`src/rtl/sb_config_loader.sv`:
```
// sb_config_loader: streams IN_WIDTH-bit words into a CONF_WIDTH staging
// register, then issues a single-cycle commit strobe (cset) to a switch box.
// An idle watchdog aborts a stalled load with a sticky err flag.
module sb_config_loader #(
    parameter int unsigned W          = 8,
    parameter int unsigned CONF_WIDTH = 6 * W,
    parameter int unsigned IN_WIDTH   = 8,
    parameter int unsigned TIMEOUT    = 255
) (
    input  logic                  clk,
    input  logic                  rst,
    input  logic                  start,
    input  logic                  abort,
    input  logic                  in_valid,
    output logic                  in_ready,
    input  logic [IN_WIDTH-1:0]   in_data,
    output logic [CONF_WIDTH-1:0] c,
    output logic                  cset,
    output logic                  busy,
    output logic                  done,
    output logic                  err
);

    localparam int unsigned NWORDS = (CONF_WIDTH + IN_WIDTH - 1) / IN_WIDTH;
    localparam int unsigned WCNT_W = (NWORDS > 1) ? $clog2(NWORDS) : 1;
    // Timeout counter only ever holds 0..TIMEOUT-1 before the watchdog fires
    localparam int unsigned TCNT_W = (TIMEOUT > 1) ? $clog2(TIMEOUT) : 1;
    localparam logic [WCNT_W-1:0] LAST_WORD = WCNT_W'(NWORDS - 1);
    localparam logic [TCNT_W-1:0] TCNT_MAX  = TCNT_W'((TIMEOUT > 0) ? TIMEOUT - 1 : 0);

    typedef enum logic [1:0] {
        S_IDLE   = 2'd0,
        S_LOAD   = 2'd1,
        S_COMMIT = 2'd2,
        S_DONE   = 2'd3
    } state_t;

    state_t                  r_state;
    state_t                  w_state_next;
    logic [WCNT_W-1:0]       r_wcnt;
    logic [TCNT_W-1:0]       r_tcnt;
    logic [CONF_WIDTH-1:0]   r_c;
    logic [CONF_WIDTH-1:0]   w_c_next;
    logic                    r_err;
    logic                    w_xfer;
    logic                    w_last;
    logic                    w_tout;
    logic                    w_launch;
    logic                    w_in_ready;
    logic                    w_cset;
    logic                    w_busy;
    logic                    w_done;

    // Abort outranks a same-cycle transfer; a transfer outranks the watchdog
    assign w_xfer   = (r_state == S_LOAD) && in_valid && !abort;
    assign w_last   = (r_wcnt == LAST_WORD);
    assign w_tout   = (r_state == S_LOAD) && !w_xfer && !abort && (r_tcnt == TCNT_MAX);
    assign w_launch = (r_state == S_IDLE) && start && !abort;

    // Per-bit write steering: bit j belongs to word j/IN_WIDTH; bits past CONF_WIDTH never exist
    for (genvar gj = 0; gj < CONF_WIDTH; gj++) begin : g_bit
        localparam int unsigned K = gj / IN_WIDTH;
        localparam int unsigned B = gj % IN_WIDTH;
        assign w_c_next[gj] = (w_xfer && (r_wcnt == WCNT_W'(K))) ? in_data[B] : r_c[gj];
    end

    // State register
    always_ff @(posedge clk) begin
        if (rst) begin
            r_state <= S_IDLE;
        end else begin
            r_state <= w_state_next;
        end
    end

    // Next-state logic
    always_comb begin
        w_state_next = r_state;
        case (r_state)
            S_IDLE: begin
                if (w_launch) begin
                    w_state_next = S_LOAD;
                end
            end
            S_LOAD: begin
                if (abort) begin
                    w_state_next = S_IDLE;
                end else if (w_xfer && w_last) begin
                    w_state_next = S_COMMIT;
                end else if (w_tout) begin
                    w_state_next = S_IDLE;
                end
            end
            S_COMMIT: w_state_next = S_DONE;
            S_DONE:   w_state_next = S_IDLE;
            default:  w_state_next = S_IDLE;
        endcase
    end

    // Moore output decode from the state register
    always_comb begin
        w_in_ready = 1'b0;
        w_cset     = 1'b0;
        w_busy     = 1'b0;
        w_done     = 1'b0;
        case (r_state)
            S_LOAD: begin
                w_in_ready = 1'b1;
                w_busy     = 1'b1;
            end
            S_COMMIT: begin
                w_cset = 1'b1;
                w_busy = 1'b1;
            end
            S_DONE:  w_done = 1'b1;
            default: ;
        endcase
    end

    // Staging register, word/idle counters and sticky error flag
    always_ff @(posedge clk) begin
        if (rst) begin
            r_c    <= '0;
            r_wcnt <= '0;
            r_tcnt <= '0;
            r_err  <= 1'b0;
        end else begin
            r_c <= w_c_next;
            if (w_launch) begin
                r_wcnt <= '0;
                r_tcnt <= '0;
                r_err  <= 1'b0;
            end else if (w_xfer) begin
                r_wcnt <= w_last ? '0 : r_wcnt + WCNT_W'(1);
                r_tcnt <= '0;
            end else if (w_tout) begin
                r_tcnt <= '0;
                r_err  <= 1'b1;
            end else if ((r_state == S_LOAD) && !abort) begin
                r_tcnt <= r_tcnt + TCNT_W'(1);
            end
        end
    end

    assign in_ready = w_in_ready;
    assign cset     = w_cset;
    assign busy     = w_busy;
    assign done     = w_done;
    assign c        = r_c;
    assign err      = r_err;

endmodule

```
`config.mk`:
```
export PLATFORM = sky130hd
export DESIGN_NAME = sb_config_loader
export DESIGN_NICKNAME = d
export VERILOG_FILES = /design/src/rtl/sb_config_loader.sv
export SDC_FILE = /design/constraint.sdc
export NUM_CORES = 1
export LEC_CHECK = 0
export CAP_MARGIN = 25
export CORE_AREA = 8 8 76 95
export CTS_BUF_LIST = sky130_fd_sc_hd__clkbuf_4
export DETAILED_ROUTE_END_ITERATION = 7
export DIE_AREA = 0 0 84 103
export PLACE_DENSITY = 0.77
export SLEW_MARGIN = 20
export SYNTH_ARGS = -nofsm -noshare
export SYNTH_HDL_FRONTEND = slang
export SYNTH_SLANG_ARGS = --single-unit
```
`constraint.sdc`:
```
create_clock -name clk -period 2.3 [get_ports clk]
set_clock_uncertainty 0.05 [all_clocks]
set_input_delay 0.46 -clock clk [delete_from_list [all_inputs] [get_ports clk]]
set_output_delay 0.46 -clock clk [all_outputs]
set_load 0.01 [all_outputs]
```
Word-level counts from Yosys, hierarchy flattened. Index checks and enable logic that the tools add are counted.

Add/sub/neg operators: 2. Equality and inequality tests: 11. Multiplexer cells: 10. Bitwise operators: 1. Reduce and logical (&&, ||, !) cells: 23.

Operators with widths (count): $logic_and A1 B1 Y1 (14); $add A8 B1 Y8 const B (1); $eq A8 B8 Y1 const B (1); $mux W2 (4); $pmux W2 S4 (1); $eq A3 B2 Y1 const B (2); $eq A3 B3 Y1 const B (2); $eq A2 B2 Y1 const B (2); $mux W1 (4); $ne A4 B3 Y1 const B (1); $reduce_and A2 Y1 (2); $reduce_or A2 Y1 (2); $reduce_or A4 Y1 (1); $add A3 B1 Y3 const B (1); $eq A3 B1 Y1 const B (1); $logic_not A3 Y1 (1); $mux W3 (1); $eq A2 B1 Y1 const B (1); $logic_not A1 Y1 (2); $logic_not A2 Y1 (1); $ne A2 B2 Y1 const B (1); $not A1 Y1 (1).

Bits in registers: 62. Input bits: 13. Output and inout port bits: 53. Word-level logic and storage cells: 57.

Longest topological paths before layout. Gate-level depths: netlist of run 1.

Word-level depth: 11. Depth in mapped cells: 7. Gate-level depth less buffers: 6.

Least setup slack after synthesis of run 1. OpenSTA, ideal clock, no wires.

Path type: register to register. From: register with a tool-made name. To: register r_c[17], in the netlist c[17]. Library setup time: 0.124 ns. Arrival time: 1.656 ns. Required time: 2.126 ns. Setup slack: 0.469 ns. Cell stages (with the launch flop): 8. Path buffers: 1. Clock period less this slack: 1.831 ns. Path through: dfxtp_1 > inv_1 > ha_1 > nand3b_4 > or4b_4 > buf_6 > mux2i_1 > nor2_1.

RTL lines: end signal, assigned (line 128) `r_c <= w_c_next;`; end, declared (line 42) `logic [CONF_WIDTH-1:0] r_c;`.

==> results of run 1 <==
[routing by layer]
metal | up-vias | share of wire, % | track usage [%]
li1 | 1006 | - | -
met2 | 60 | 46 | 24.0
met3 | 11 | 11 | 8.06
met4 | 0 | 1.9 | 6.92
met1 | 943 | 41 | 15.5
met5 | - | 0 | 0
[power by group]
group	leakage [nW]	total (W)	switching (W)	internal (W)
registers	0.501	0.00109	0.00000924	0.00109
logic	0.879	0.000161	0.0000856	0.0000756
clock network	0.0825	0.000868	0.000425	0.000444
[per-stage QoR]
stage | hold slack, ns | setup WS, ns | power (W) | utilization [%]
3_3_place_gp | 0.393 | 0.118 | 0.00128 | 56.6
4_1_cts | 0.414 | 0.0398 | 0.00214 | 59.5
3_5_place_dp | 0.399 | 0.0600 | 0.00128 | 56.6
6_report | 0.410 | 0.118 | 0.00212 | 59.6
5_1_grt | 0.428 | 0.0159 | 0.00220 | 59.6
2_1_floorplan | 0.431 | 0.469 | 0.00120 | -
[sequential cells by signal, summed over array words and instances, names as in the netlist, named ones only]
signal and flops:
err 1, r_tcnt 8, c 48, r_state 1
r_wcnt 3
[worst min path at each step]
stage | start | endpoint | slack [ns] | cells past startpoint
after detailed placement | c[28] | c[28] | 0.40 | 2
after CTS | c[28] | c[28] | 0.41 | 2
after floorplan | c[24] | c[24] | 0.43 | 2
final | c[31] | c[31] | 0.41 | 2
after global placement | c[25] | c[25] | 0.39 | 2
after global routing | c[30] | c[30] | 0.43 | 2
[repair_timing]
item                                    in CTS  in global routing
setup buffers                                0                  0
resized for setup                            0                  2
endpoints found under the setup margin       0                  2
[cells in the mapped netlist, types with 2 or more instances]
master	count
a211oi_1	2
nand4_1	3
inv_1	6
xor2_1	6
clkbuf_1	5
nand3_1	5
ha_1	8
nor2_1	52
mux2i_1	41
nand2_1	19
xnor2_1	2
a21oi_1	13
clkbuf_8	2
buf_2	3
o21bai_1	2
or4_1	3
dfxtp_1	62
[layout make-up]
cell class / instances / area (um^2)
fill: 485 / 2300
sequential: 62 / 1240
multi-input combinational: 174 / 1170
timing repair buffer: 74 / 713
clock inverter: 7 / 97.6
tap: 66 / 82.6
clock buffer: 9 / 67.6
inverter: 6 / 22.5
[tightest hold or removal path, stage by stage (launching register included)]
cell,delay (ns)
dfxtp_1,0.32
nand2_1,0.05
a21oi_1,0.05
[kinds of logic after synthesis]
group | after synthesis | share of synthesized area [%]
AOI/OAI and AO/OA | 23 | 5.67
xor gates and xnor gates | 8 | 2.79
adders and majority gates | 8 | 3.98
buffers and inverters | 18 | 4.13
DFF | 62 | 49.4
muxes | 41 | 16.3
and+or+nand+nor | 94 | 17.8
==> impl_metrics.yaml, run 1 <==
worst_setup_path:
  cp.depth: 3
  slowest_delay_ns: 0.57
  reg2reg_depth: 7
  cp-end-kind: "output pin"
  crit_slowest_cell: "clkdlybuf4s50_1"
  endpoint: "in_ready"
  worstReg2RegEnd: "c[14]"
  regToRegSetupSlack_ns: 0.38
  crit_buf_inv: 2
  required_ns: 1.79
  worstSetupPathType: "flip-flop to output pin"
  worstPathArrival_ns: 1.67
  critical_path.cell_chain: "inv_1 -> ha_1 -> clkdlybuf4s50_1"
  crit_family: "buffers and inverters"
  crit_fanout: 5
  crit_path_start_kind: "flip-flop"
placed_design:
  dp_hpwl_mm: 4.43
  gp_congestion: 0.748
  dpl_cell_area_um2: 3230
  dp_cells: 382
  port_buffers: 65
clock_network:
  cts_tree: "built"
  numCtsBuffers: 9
  h-tree-depth: 3
  numClockSinks: 62
  clock_path_buffers: 2
  cts-root-buf: "clkbuf_4"
  cts_hold_buf: 0
  clkTransAtPathRegs_ns: 0.10
  clock_latency_ns: 0.40
sta:
  period_share_pct: 94.9
  hold_viol_final: 0
  setup_viol: 0
  slew_violations: 0
  max_freq_mhz: 458
  rsz0062_at_grt: "no"
  tightest_slew_ns: 0.504
  relSlewSlack_pct: 66.4
  fin_crit_ns: 2.18
  finalSetupTns_ns: 0
route:
  firstDrtPassIters: 4
  antenna_left: 0
  wl_per_cell_um: 15.7
  num_vias: 2020
  drcViolationCount: 0
  initialDrtViolationCount: 63
  wl_mm: 6.26
  vias_per_cell: 5.08
finish:
  fin_area_um2: 3400
  drive_gt1_share_pct: 9.64
  finalNetCount: 348
  layout_common_cells: "64 x clkdlybuf4s50_1, 60 x dfxtp_1, 52 x nor2_1, 41 x mux2i_1, 19 x nand2_1"
  stdcell_count: 398
  final_common_cell: "clkdlybuf4s50_1"
  antennaDiodeCount: 0
  syn2layout_area_growth_pct: 35.1
power:
  vdd_drop_max_uv: 490
  power_density_nw_per_um2: 625
  leakage_nw: 1.46
logic_synthesis:
  synth_top_cell_area_share_pct: 49.4
  syn_area_per_cell_um2: 9.90
  ys.flop_type: "dfxtp_1"
  ys_warn_count: 0
  synth_nets: 275
  synth_area_leader_cell: "dfxtp_1"
  synth_edf_count: 0
  ys_seq_elements: 62
  syn_inst: 254
  synth-seq-area-share_pct: 49.4
  synth_area_um2: 2510
  synth.area.top_cells: "dfxtp_1 49%, mux2i_1 16%, nor2_1 7.8%, ha_1 4.0%, nand2_1 2.8%"
  async_reset_ff_share_pct: 0
  ys_types: 37
floorplanning:
  pin_count: 66
  die_w_um: 84
  core.rowCount: 31
  core-area_um2: 5700
  initial_core_util_pct: 44.1
  die_h_um: 103
  die_area_um2: 8650
flow_run:
  drv_cap: 0
grt:
  grt_overflow: 0
  antenna_found_initial: 0
  track_usage_pct: 14.8
  grt_max_degree: 51
  grt_pass1_wl_mm: 10.3
  grt_pass1_vias: 2148
status:
  outcome: "completed"
hold_path:
  hold_class: "flip-flop to flip-flop"
No activity file was read; power rests on OpenSTA's default activity.
==> inputs of run 2 (changes only) <==
--- a/config.mk
+++ b/config.mk
@@ -5,6 +5,7 @@
 export SDC_FILE = /design/constraint.sdc
 export NUM_CORES = 1
 export LEC_CHECK = 0
+export ABC_CLOCK_PERIOD_IN_PS = 2300
 export CAP_MARGIN = 25
 export CORE_AREA = 8 8 76 95
 export CTS_BUF_LIST = sky130_fd_sc_hd__clkbuf_4
==> results of run 2 <==
Same layout as run 1: the final DEF is identical, and so are final timing and power.
